===== src/rtl/nmcu_pkg.sv =====
// Shared NMCU width constants used by the dispatcher and its datapath interfaces.
package nmcu_pkg;

    localparam int ADDR_WIDTH = 32;
    localparam int LEN_WIDTH  = 16;
    localparam int DATA_WIDTH = 32;
    localparam int DIM_WIDTH  = 8;

endpackage


===== src/rtl/instr_pkg.sv =====
// Instruction/response formats, opcodes, status codes and dispatcher FSM states.
package instr_pkg;

    import nmcu_pkg::*;

    localparam logic [3:0] OP_NOP    = 4'h0;
    localparam logic [3:0] OP_LOAD   = 4'h1;
    localparam logic [3:0] OP_STORE  = 4'h2;
    localparam logic [3:0] OP_MATMUL = 4'h3;
    localparam logic [3:0] OP_HALT   = 4'h4;

    localparam logic [1:0] RESP_OK   = 2'd0;
    localparam logic [1:0] RESP_ERR  = 2'd1;
    localparam logic [1:0] RESP_BUSY = 2'd2;

    typedef struct packed {
        logic [3:0]            opcode;
        logic [ADDR_WIDTH-1:0] addr;
        logic [LEN_WIDTH-1:0]  len;
        logic [DIM_WIDTH-1:0]  mat_n;
        logic [DIM_WIDTH-1:0]  mat_m;
        logic [DIM_WIDTH-1:0]  mat_k;
    } instruction_t;

    typedef struct packed {
        logic                  valid;
        logic [1:0]            status;
        logic [DATA_WIDTH-1:0] data;
    } nmcu_cpu_resp_t;

    typedef enum logic [2:0] {
        ST_IDLE,
        ST_ISSUE,
        ST_WAIT,
        ST_RESP,
        ST_HALTED
    } dispatch_state_t;

    function automatic logic matmul_dims_ok(input instruction_t instr);
        return (instr.mat_n != '0) && (instr.mat_m != '0) && (instr.mat_k != '0);
    endfunction

endpackage


===== src/rtl/nmcu_instr_fifo.sv =====
// In-order synchronous instruction FIFO; DEPTH must be a power of two so the
// pointers wrap for free.
module nmcu_instr_fifo
    import instr_pkg::*;
#(
    parameter int DEPTH = 4
) (
    input  logic         clk,
    input  logic         rst_n,
    input  logic         push,
    input  instruction_t wr_data,
    input  logic         pop,
    output instruction_t rd_data,
    output logic         full,
    output logic         empty
);

    localparam int PTR_W = $clog2(DEPTH);

    instruction_t       mem [DEPTH];
    logic [PTR_W-1:0]   wr_ptr;
    logic [PTR_W-1:0]   rd_ptr;
    logic [PTR_W:0]     count;
    logic               do_push;
    logic               do_pop;

    assign full    = (count == (PTR_W+1)'(DEPTH));
    assign empty   = (count == '0);
    assign do_push = push && !full;
    assign do_pop  = pop && !empty;
    assign rd_data = mem[rd_ptr];

    always_ff @(posedge clk or negedge rst_n) begin
        if (!rst_n) begin
            wr_ptr <= '0;
            rd_ptr <= '0;
            count  <= '0;
        end else begin
            if (do_push) begin
                wr_ptr <= wr_ptr + 1'b1;
            end
            if (do_pop) begin
                rd_ptr <= rd_ptr + 1'b1;
            end
            case ({do_push, do_pop})
                2'b10:   count <= count + 1'b1;
                2'b01:   count <= count - 1'b1;
                default: count <= count;
            endcase
        end
    end

    // Storage needs no reset: entries are only visible once the count covers them.
    always_ff @(posedge clk) begin
        if (do_push) begin
            mem[wr_ptr] <= wr_data;
        end
    end

endmodule


===== src/rtl/nmcu_instr_dispatcher.sv =====
// NMCU front end: queues CPU instructions, issues them one at a time to the datapath
// and returns one response per executed op. Optional macro: NMCU_DISPATCH_ILLEGAL_CHK_EN.
module nmcu_instr_dispatcher
    import nmcu_pkg::*;
    import instr_pkg::*;
#(
    parameter int FIFO_DEPTH = 4
) (
    input  logic                  clk,
    input  logic                  rst_n,
    input  logic                  cpu_valid_i,
    output logic                  cpu_ready_o,
    input  instruction_t          cpu_instr_i,
    output nmcu_cpu_resp_t        resp_o,
    input  logic                  resp_ready_i,
    output logic                  exe_valid_o,
    input  logic                  exe_ready_i,
    output instruction_t          exe_instr_o,
    input  logic                  exe_done_i,
    input  logic [DATA_WIDTH-1:0] exe_data_i,
    input  logic                  exe_error_i,
    output logic                  busy_o,
    output logic                  halted_o
);

    dispatch_state_t       state_q;
    dispatch_state_t       state_d;

    instruction_t          fifo_head;
    logic                  fifo_full;
    logic                  fifo_empty;
    logic                  fifo_push;
    logic                  fifo_pop;

    instruction_t          exe_instr_q;
    logic                  halt_q;
    logic                  resp_load;
    logic [1:0]            resp_status_d;
    logic [DATA_WIDTH-1:0] resp_data_d;
    logic [1:0]            resp_status_q;
    logic [DATA_WIDTH-1:0] resp_data_q;
    logic [1:0]            done_status;
    logic [DATA_WIDTH-1:0] done_data;

    // Ready deliberately ignores a same-cycle pop so it stays a simple registered-state decode.
    assign cpu_ready_o = !fifo_full && (state_q != ST_HALTED);
    assign fifo_push   = cpu_valid_i && cpu_ready_o;

    nmcu_instr_fifo #(
        .DEPTH (FIFO_DEPTH)
    ) u_fifo (
        .clk     (clk),
        .rst_n   (rst_n),
        .push    (fifo_push),
        .wr_data (cpu_instr_i),
        .pop     (fifo_pop),
        .rd_data (fifo_head),
        .full    (fifo_full),
        .empty   (fifo_empty)
    );

    assign done_status = exe_error_i ? RESP_ERR : RESP_OK;
    assign done_data   = (exe_instr_q.opcode == OP_STORE) ? '0 : exe_data_i;

    always_comb begin
        state_d       = state_q;
        fifo_pop      = 1'b0;
        resp_load     = 1'b0;
        resp_status_d = RESP_OK;
        resp_data_d   = '0;

        case (state_q)
            ST_IDLE: begin
                if (!fifo_empty) begin
                    fifo_pop = 1'b1;
                    case (fifo_head.opcode)
                        OP_NOP: begin
                            state_d = ST_IDLE;
                        end
                        OP_HALT: begin
                            resp_load = 1'b1;
                            state_d   = ST_RESP;
                        end
                        OP_LOAD, OP_STORE: begin
                            state_d = ST_ISSUE;
                        end
                        OP_MATMUL: begin
`ifdef NMCU_DISPATCH_ILLEGAL_CHK_EN
                            if (matmul_dims_ok(fifo_head)) begin
                                state_d = ST_ISSUE;
                            end else begin
                                resp_load     = 1'b1;
                                resp_status_d = RESP_ERR;
                                state_d       = ST_RESP;
                            end
`else
                            state_d = ST_ISSUE;
`endif
                        end
                        default: begin
`ifdef NMCU_DISPATCH_ILLEGAL_CHK_EN
                            resp_load     = 1'b1;
                            resp_status_d = RESP_ERR;
                            state_d       = ST_RESP;
`else
                            state_d = ST_IDLE;
`endif
                        end
                    endcase
                end
            end
            ST_ISSUE: begin
                if (exe_ready_i) begin
                    if (exe_done_i) begin
                        resp_load     = 1'b1;
                        resp_status_d = done_status;
                        resp_data_d   = done_data;
                        state_d       = ST_RESP;
                    end else begin
                        state_d = ST_WAIT;
                    end
                end
            end
            ST_WAIT: begin
                if (exe_done_i) begin
                    resp_load     = 1'b1;
                    resp_status_d = done_status;
                    resp_data_d   = done_data;
                    state_d       = ST_RESP;
                end
            end
            ST_RESP: begin
                if (resp_ready_i) begin
                    state_d = halt_q ? ST_HALTED : ST_IDLE;
                end
            end
            ST_HALTED: begin
                state_d = ST_HALTED;
            end
            default: begin
                state_d = ST_IDLE;
            end
        endcase
    end

    always_ff @(posedge clk or negedge rst_n) begin
        if (!rst_n) begin
            state_q <= ST_IDLE;
        end else begin
            state_q <= state_d;
        end
    end

    // Every popped word, even a dropped NOP, lands in the issue register; halt_q
    // remembers whether the op now retiring was HALT.
    always_ff @(posedge clk or negedge rst_n) begin
        if (!rst_n) begin
            exe_instr_q   <= '0;
            halt_q        <= 1'b0;
            resp_status_q <= RESP_OK;
            resp_data_q   <= '0;
        end else begin
            if (fifo_pop) begin
                exe_instr_q <= fifo_head;
                halt_q      <= (fifo_head.opcode == OP_HALT);
            end
            if (resp_load) begin
                resp_status_q <= resp_status_d;
                resp_data_q   <= resp_data_d;
            end
        end
    end

    always_comb begin
        resp_o = '0;
        if (state_q == ST_RESP) begin
            resp_o.valid  = 1'b1;
            resp_o.status = resp_status_q;
            resp_o.data   = resp_data_q;
        end
    end

    assign exe_valid_o = (state_q == ST_ISSUE);
    assign exe_instr_o = exe_instr_q;
    assign busy_o      = (state_q != ST_IDLE) || !fifo_empty;
    assign halted_o    = (state_q == ST_HALTED);

endmodule

===== config.mk =====
export PLATFORM = sky130hd
export DESIGN_NAME = nmcu_instr_dispatcher
export DESIGN_NICKNAME = d
export VERILOG_FILES = /design/src/rtl/nmcu_pkg.sv /design/src/rtl/instr_pkg.sv /design/src/rtl/nmcu_instr_fifo.sv /design/src/rtl/nmcu_instr_dispatcher.sv
export SDC_FILE = /design/constraint.sdc
export NUM_CORES = 1
export LEC_CHECK = 0
export ABC_AREA = 0
export CAP_MARGIN = 20
export CELL_PAD_IN_SITES_DETAIL_PLACEMENT = 0
export CELL_PAD_IN_SITES_GLOBAL_PLACEMENT = 1
export CORE_MARGIN = 1
export CORE_UTILIZATION = 46
export CTS_CLUSTER_SIZE = 24
export DETAILED_ROUTE_END_ITERATION = 7
export GPL_ROUTABILITY_DRIVEN = 0
export GPL_TIMING_DRIVEN = 1
export PLACE_DENSITY_LB_ADDON = 0.1
export SETUP_SLACK_MARGIN = 0.15
export SYNTH_ARGS = -nofsm -noshare
export SYNTH_HDL_FRONTEND = slang
export SYNTH_SLANG_ARGS = --single-unit

===== constraint.sdc =====
create_clock -name clk -period 4.6 [get_ports clk]
set_input_delay 0.92 -clock clk [delete_from_list [all_inputs] [get_ports clk]]
set_output_delay 0.92 -clock clk [all_outputs]
set_load 0.02 [all_outputs]

-- Word level (Yosys, flattened, before mapping)
Memories as Yosys holds them, arrays and structs flattened.
Index checks and enable logic that the tools add are counted.
- add/subtract/negate cells: 4
- $mul: 0
- div/mod/pow operators: 0
- $lt $le $gt $ge: 0
- eq/ne operators: 17
- shift operators: 0
- muxes and demuxes: 27
- bitwise gates (word level): 0
- reductions and logical operators: 13
- operator list (kind ; number):
    $mux 32 ; 3
    $pmux 32 s2 ; 1
    $mux 35 ; 1
    $mux 3 ; 5
    $pmux 3 s5 ; 1
    $eq 4x2->1 const B ; 3
    $mux 1 ; 12
    $eq 3x2->1 const B ; 2
    $eq 3x3->1 const B ; 2
    $logic_not 3->1 ; 2
    $ne 2x2->1 const B ; 3
    $pmux 3 s2 ; 1
    $add 2x1->2 const B ; 2
    $eq 4x1->1 const B ; 1
    $eq 4x3->1 const B ; 1
    $logic_and 1x1->1 ; 4
    $pmux 2 s2 ; 1
    $reduce_and 4->1 ; 1
    $add 3x1->3 const B ; 1
    $eq 3x1->1 const B ; 1
    $ne 3x3->1 const B ; 1
    $pmux 1 s3 ; 1
    $reduce_bool 3->1 ; 1
    $reduce_or 3->1 ; 1
    8 further kinds ; 9
- register bits: 121
- bits in latches: 0
- memory bits (writable): 304
- memory bits (read-only): 0
- input port bits: 115
- output and inout port bits: 115
- logic and storage cells: 75
- memories kept: 1
- memory list (name ; depth ; width ; rd ports ; clocked after memory_dff ; wr ports ; line ; source):
    u_fifo.mem ; 4 ; 76 ; 1 ; 0 ; 1 ; nmcu_instr_fifo.sv:20 ; instruction_t mem [DEPTH];

-- Logic depth before layout (Yosys ltp)
Gate-level depths: netlist (run 1).
- depth after elaboration: 7
- mapped depth: 11
- gate-level depth less buffers: 10

-- Hierarchy
Synthesis (run 1) repeated with hierarchy kept, for this count alone.
- cells, all modules: 752
- area, all modules: 16022.9 µm²
- by module, submodules not included (module ; times used ; cells each ; area each (µm²) ; seq. area each (µm²)):
    nmcu_instr_fifo ; 1 ; 436 ; 11393.4 ; 9303.9
    nmcu_instr_dispatcher ; 1 ; 316 ; 4629.4 ; 2827.7

-- Least setup slack after synthesis (run 1)
No wires, ideal clock.
- path type: register -> register
- start: register state_q[2]
- end: memory u_fifo.mem[0][0] (netlist name), enable pin
- arrival: 3.220 ns
- path slack: 0.937 ns
- stages on the path, launching flop included: 5
- path buffers: 1
- cell sequence: dfrtp_1 -> clkbuf_1 -> nor3b_1 -> a31oi_1 -> and3_1
- word-level cells in the longest chain between the ends: 6
- ends and longest elaborated chain (what ; line ; source):
    start: declaration ; nmcu_instr_dispatcher.sv:26 ; dispatch_state_t state_q;
    start signal: assignment ; nmcu_instr_dispatcher.sv:150 ; state_q <= state_d;
    $ne 3x3->1 ; nmcu_instr_dispatcher.sv:46 ; assign cpu_ready_o = !fifo_full && (state_q != ST_HALTED);
    $logic_and 1x1->1 ; nmcu_instr_dispatcher.sv:46 ;
    net cpu_ready_o ; nmcu_instr_dispatcher.sv:12 ; output logic cpu_ready_o,
    $logic_and 1x1->1 ; nmcu_instr_dispatcher.sv:47 ; assign fifo_push = cpu_valid_i && cpu_ready_o;
    $logic_and 1x1->1 ; nmcu_instr_fifo.sv:29 ; assign do_push = push && !full;
    $mux 1 ; nmcu_instr_fifo.sv:55 ; if (do_push) begin
    $mux 1 (implied by the code) ; nmcu_instr_fifo.sv:56 ; mem[wr_ptr] <= wr_data;
    end: declaration ; nmcu_instr_fifo.sv:20 ;
The timed path passes the listed nets, and every way through them passes these cells.

==> reports/metrics.csv, run 1 <==
metric,value,unit
syn_inst,908,
post_cts_resized,0,
synth_area,0.0159,mm^2
synth_seq_cells,424,
fmax,0.270,GHz
cts_hold_buf,0,
rsz0062_at_grt,no,
drc_errors,0,
async_reset_ff_share,28.3,%
p_leak,7.52,nW
first_pass_iters,5,
clk_pin_slew,0.05,ns
layout_common_cells,"304 x edfxtp_1, 233 x nand2_1, 227 x clkdlybuf4s50_1",
synth_fp_nets,1029,
dominantRegCellSynth,edfxtp_1,
die-area,0.0353,mm^2
coreArea,0.0338,mm^2
cp.required,3.68,ns
status,completed,
slowest_delay,0.81,ns
slew_headroom,37.7,%
grt_pass1_wl,51700,um
cts_buffers,44,
p_total,13.5,mW
ant_nets,0,
drv_cap,0,
synth.avg_cell_area,17.5,um^2
slew_viol_final,0,
final_area,0.0201,mm^2
cp_cell_sequence,and3b_1 -> and2_1 -> clkdlybuf4s50_1,
final_common_cell,edfxtp_1,
viasPerCell,5.18,
ios,230,
place_area,0.0187,mm^2
wl,32500,um
drt_iter0_drc,493,
die_h,188,um
crit_family,simple AND/OR/NAND/NOR gates,
grt_max_degree,94,
post_cts_buffers,0,
synth_top_area_share,57.5,%
period_needed,3.70,ns
root_buffer,clkbuf_16,
setup_tns,0,ns
ir_drop,0.329,mV
setup_violations,0,
grt.overflow.total,0,
period_share,80.4,%
grt_pass1_vias,8856,
clkSinkCount,424,
rows,67,
clk_latency,0.54,ns
slowest_stage,and3b_1,
syn2layout_area_growth,26.6,%
drive_above_1_share,14.4,%
pre_cts_slack,1.43,ns
nets,1271,
die_w,188,um
antenna_found_initial,0,
yosysTopAreaCell,edfxtp_1,
fin_worst_skew,0.0227,ns
finalHoldViolCount,0,
port_buffers,228,
crit_buf_inv,1,
synthDistinctLibCells,39,
hold_path_class,flip-flop to flip-flop,
cts_tree,yes,
netlist_top_cells_area,"edfxtp_1 57%, dfrtp_1 19%, mux4_2 11%",
cts_max_path_buffers,3,
drt-wirelength-per-cell,19.9,um
antennaDiodeCount,0,
seq_area_frac_synth,76.4,%
worst_slew_pin_slew,0.934,ns
crit_type,flip-flop to primary output,
hpwl,19700,um
synth-edff-count,304,
start_util,47.0,%
yosysWarningCount,0,
grtUsageTotal,19.1,%
cp-end-kind,primary output,
cp_max_fo,35,
vias,8458,
critPathArrivalTime,2.78,ns
cts-htree-levels,2,
power_density,672,mW/mm^2
fin_ws,0.900,ns
start_kind,flip-flop,
==> where the power goes <==
group          switching, mW  total, mW  internal [mW]
combinational           2.26       4.28           2.02
sequential             0.566       5.78           5.22
clock                   1.40       3.46           2.06
==> layout make-up <==
cell class                 count  area [um^2]
clock inverter                19          155
fill                        2618        13700
clock buffer                  63         1280
tap                          448          561
multi-input combinational    428         3530
inverter                       9         35.0
timing repair buffer         243         2410
sequential                   424        12100
==> sequential cells by signal, indices dropped and copies added (netlist names) <==
name           count
exe_instr_o       76
halt_q             1
resp_data_q       32
resp_status_q      1
state_q            3
u_fifo.count       3
u_fifo.mem       304
u_fifo.rd_ptr      2
u_fifo.wr_ptr      2
==> per-stage QoR <==
step	hold WS (ns)	cells	utilization, %
CTS	0.477	1634	59.5
floorplan	0.447	908	-
global placement	0.459	1552	55.3
global route	0.491	1634	59.5
finish	0.471	1634	59.5
detailed placement	0.462	1552	55.3
==> Yosys cell counts, types with 2 or more instances <==
| cell type | n |
|---|---|
| a22o_1 | 33 |
| nor3b_1 | 2 |
| buf_6 | 4 |
| nor3_1 | 2 |
| o21ai_0 | 5 |
| clkbuf_1 | 23 |
| inv_1 | 8 |
| and2_1 | 34 |
| buf_2 | 8 |
| nand2b_1 | 3 |
| buf_1 | 11 |
| nor2_1 | 4 |
| edfxtp_1 | 304 |
| xnor2_1 | 4 |
| or3_1 | 2 |
| and3_1 | 4 |
| mux2_2 | 2 |
| a211oi_1 | 2 |
| ha_1 | 5 |
| nand2_1 | 234 |
| dfrtp_1 | 120 |
| mux4_2 | 76 |
| xor2_1 | 2 |
==> layer usage <==
metal	routed length (um)	part of all wire (%)	GRT usage, %	vias up
li1	-	-	-	3858
met1	14200	44	26.3	4314
met2	16100	49	31.9	246
met3	1720	5.3	3.33	40
met4	538	1.7	4.38	0
met5	0	0	0	-
==> path summary, 6_finish.rpt <==
check,start,cells past startpoint,slack [ns],end
max in group asynchronous,rst_n,2,3.19,exe_instr_o[37]
max,state_q[1],3,0.90,resp_o[28]
min reg2reg,exe_instr_o[49],2,0.47,exe_instr_o[49]
min,exe_instr_o[49],2,0.47,exe_instr_o[49]
min in group asynchronous,rst_n,1,0.48,exe_instr_o[14]
max reg2reg,u_fifo.count[0],9,1.76,u_fifo.count[2]
==> cell families after synthesis <==
family / share of synthesized area, %
adder cells (fa/ha/maj): 0.520
XOR/XNOR: 0.331
AO/OA/AOI/OAI: 2.43
buffers and inverters: 1.60
flip-flops: 76.4
multiplexers: 11.0
other: 0.0236
AND/OR/NAND/NOR: 7.76
==> worst reg2reg max path, cell delays in order, from the launching register on <==
cell and delay, ns:
dfrtp_1 0.40, or3_1 0.44, nand2_4 0.09, clkinv_2 0.62, ha_1 0.55, inv_1 0.09
fa_1 0.19, xor2_1 0.15, nor2_1 0.06, xor2_1 0.14
No activity file was read; power rests on OpenSTA's default activity.
==> run 2: changes to the inputs <==
- clock period: 4.6 -> 3.8 ns (I/O delays scaled with it)
==> reports/metrics.csv, run 2 (same netlist as run 1, synthesis figures left out) <==
metric,value,unit
slew_headroom,35.6,%
drive_above_1_share,14.4,%
ir_drop,0.466,mV
cts-htree-levels,2,
reg2reg_depth,4,
clkSinkCount,424,
ant_nets,0,
cts_tree,yes,
worstReg2RegStart,state_q[1],
cts_max_path_buffers,3,
coreArea,0.0338,mm^2
crit_type,flip-flop to primary output,
setup_violations,0,
rows,67,
critPathArrivalTime,2.47,ns
post_cts_resized,0,
drt-wirelength-per-cell,19.6,um
setup_tns,0,ns
drc_errors,0,
power_density,809,mW/mm^2
clk_pin_slew,0.06,ns
hold_path_class,input pin to async pin,
nets,1269,
nFillCells,2577,
cp.required,3.04,ns
wl,32100,um
slew_viol_final,0,
die_h,188,um
utilization,59.5,%
fin_worst_skew,0.0115,ns
register_area,0.0121,mm^2
die-area,0.0353,mm^2
antennaDiodeCount,0,
status,completed,
grtUsageTotal,18.6,%
finalHoldViolCount,0,
rsz0062_at_grt,no,
power.share.switching,31.2,%
grt_pass1_vias,8638,
layout_common_cells,"304 x edfxtp_1, 233 x nand2_1, 227 x clkdlybuf4s50_1",
viasPerCell,5.13,
pwr-share-seq,42.9,%
worst_slew_pin_slew,0.965,ns
grt_pass1_wl,50200,um
period_needed,3.23,ns
pre_cts_slack,0.808,ns
clk_latency,0.53,ns
post_cts_buffers,0,
fmax,0.309,GHz
grt_max_degree,91,
start_kind,flip-flop,
cts_buffers,44,
drv_cap,0,
multi_input_area,0.00353,mm^2
syn2layout_area_growth,26.5,%
final_common_cell,edfxtp_1,
p_leak,7.50,nW
cts_hold_buf,0,
fin_ws,0.567,ns
vias,8367,
root_buffer,clkbuf_16,
p_comb_share,32.1,%
worstReg2RegEnd,u_fifo.mem[2][9],
port_buffers,228,
pwr-share-clk,25.0,%
hpwl,18600,um
top_register,u_fifo.mem,
cp_max_fo,35,
period_share,85.1,%
grt.overflow.total,0,
ios,230,
p_switching,5.07,mW
cp-end-kind,primary output,
antenna_found_initial,1,
largest_reg_flops,304,
internal-power,11.2,mW
rrSetupSlack,1.27,ns
first_pass_iters,4,
drt_iter0_drc,434,
start_util,47.0,%
die_w,188,um
==> run 2: per-layer routing <==
layer | track usage [%] | share of wire [%] | up-vias
li1 | - | - | 3848
met4 | 3.69 | 1.2 | 2
met1 | 25.0 | 44 | 4258
met5 | 0 | 0.041 | -
met2 | 31.2 | 50 | 221
met3 | 4.14 | 5.7 | 38
==> run 2: metrics by stage <==
step	total power [mW]	instance area, um^2	hold WS, ns	cells
after floorplan	10.3	15900	0.447	908
after global placement	12.3	18700	0.457	1550
after detailed placement	12.4	18700	0.462	1550
after CTS	16.5	20100	0.376	1632
after global routing	17.2	20100	0.397	1632
final	16.2	20100	0.333	1632
==> run 2: worst max path at each step <==
stage                     from               to  slack, ns  cells after the start
floorplan           state_q[2]  u_fifo.count[2]       0.91                     11
global placement    state_q[1]        resp_o[5]       0.95                      3
detailed placement  state_q[1]       resp_o[24]       0.81                      3
CTS                 state_q[1]       resp_o[24]       0.24                      3
global route        state_q[1]       resp_o[30]       0.38                      3
finish              state_q[1]       resp_o[24]       0.57                      3
==> run 2: cell type report <==
cell class	count	share of cell area (%)
Sequential cell	424	60.4
Multi-Input combinational cell	428	17.6
Timing Repair Buffer	241	12.2
Clock buffer	60	6.08
Tap cell	448	2.79
Clock inverter	22	0.803
Inverter	9	0.174
==> run 2: critical path, cell delays in order (launching register included) <==
cell and delay [ns]:
dfrtp_1 0.56, and3b_2 0.56, and2_1 0.21, clkdlybuf4s50_1 0.61
==> run 2: power by group through the flow <==
stage | registers (mW) | clock network (mW) | logic [mW]
6_report | 6.97 | 4.06 | 5.21
5_1_grt | 7.11 | 4.35 | 5.69
4_1_cts | 6.99 | 4.17 | 5.35
3_5_place_dp | 7.07 | 0 | 5.32
3_3_place_gp | 7.05 | 0 | 5.28
2_1_floorplan | 7.23 | 0 | 3.02
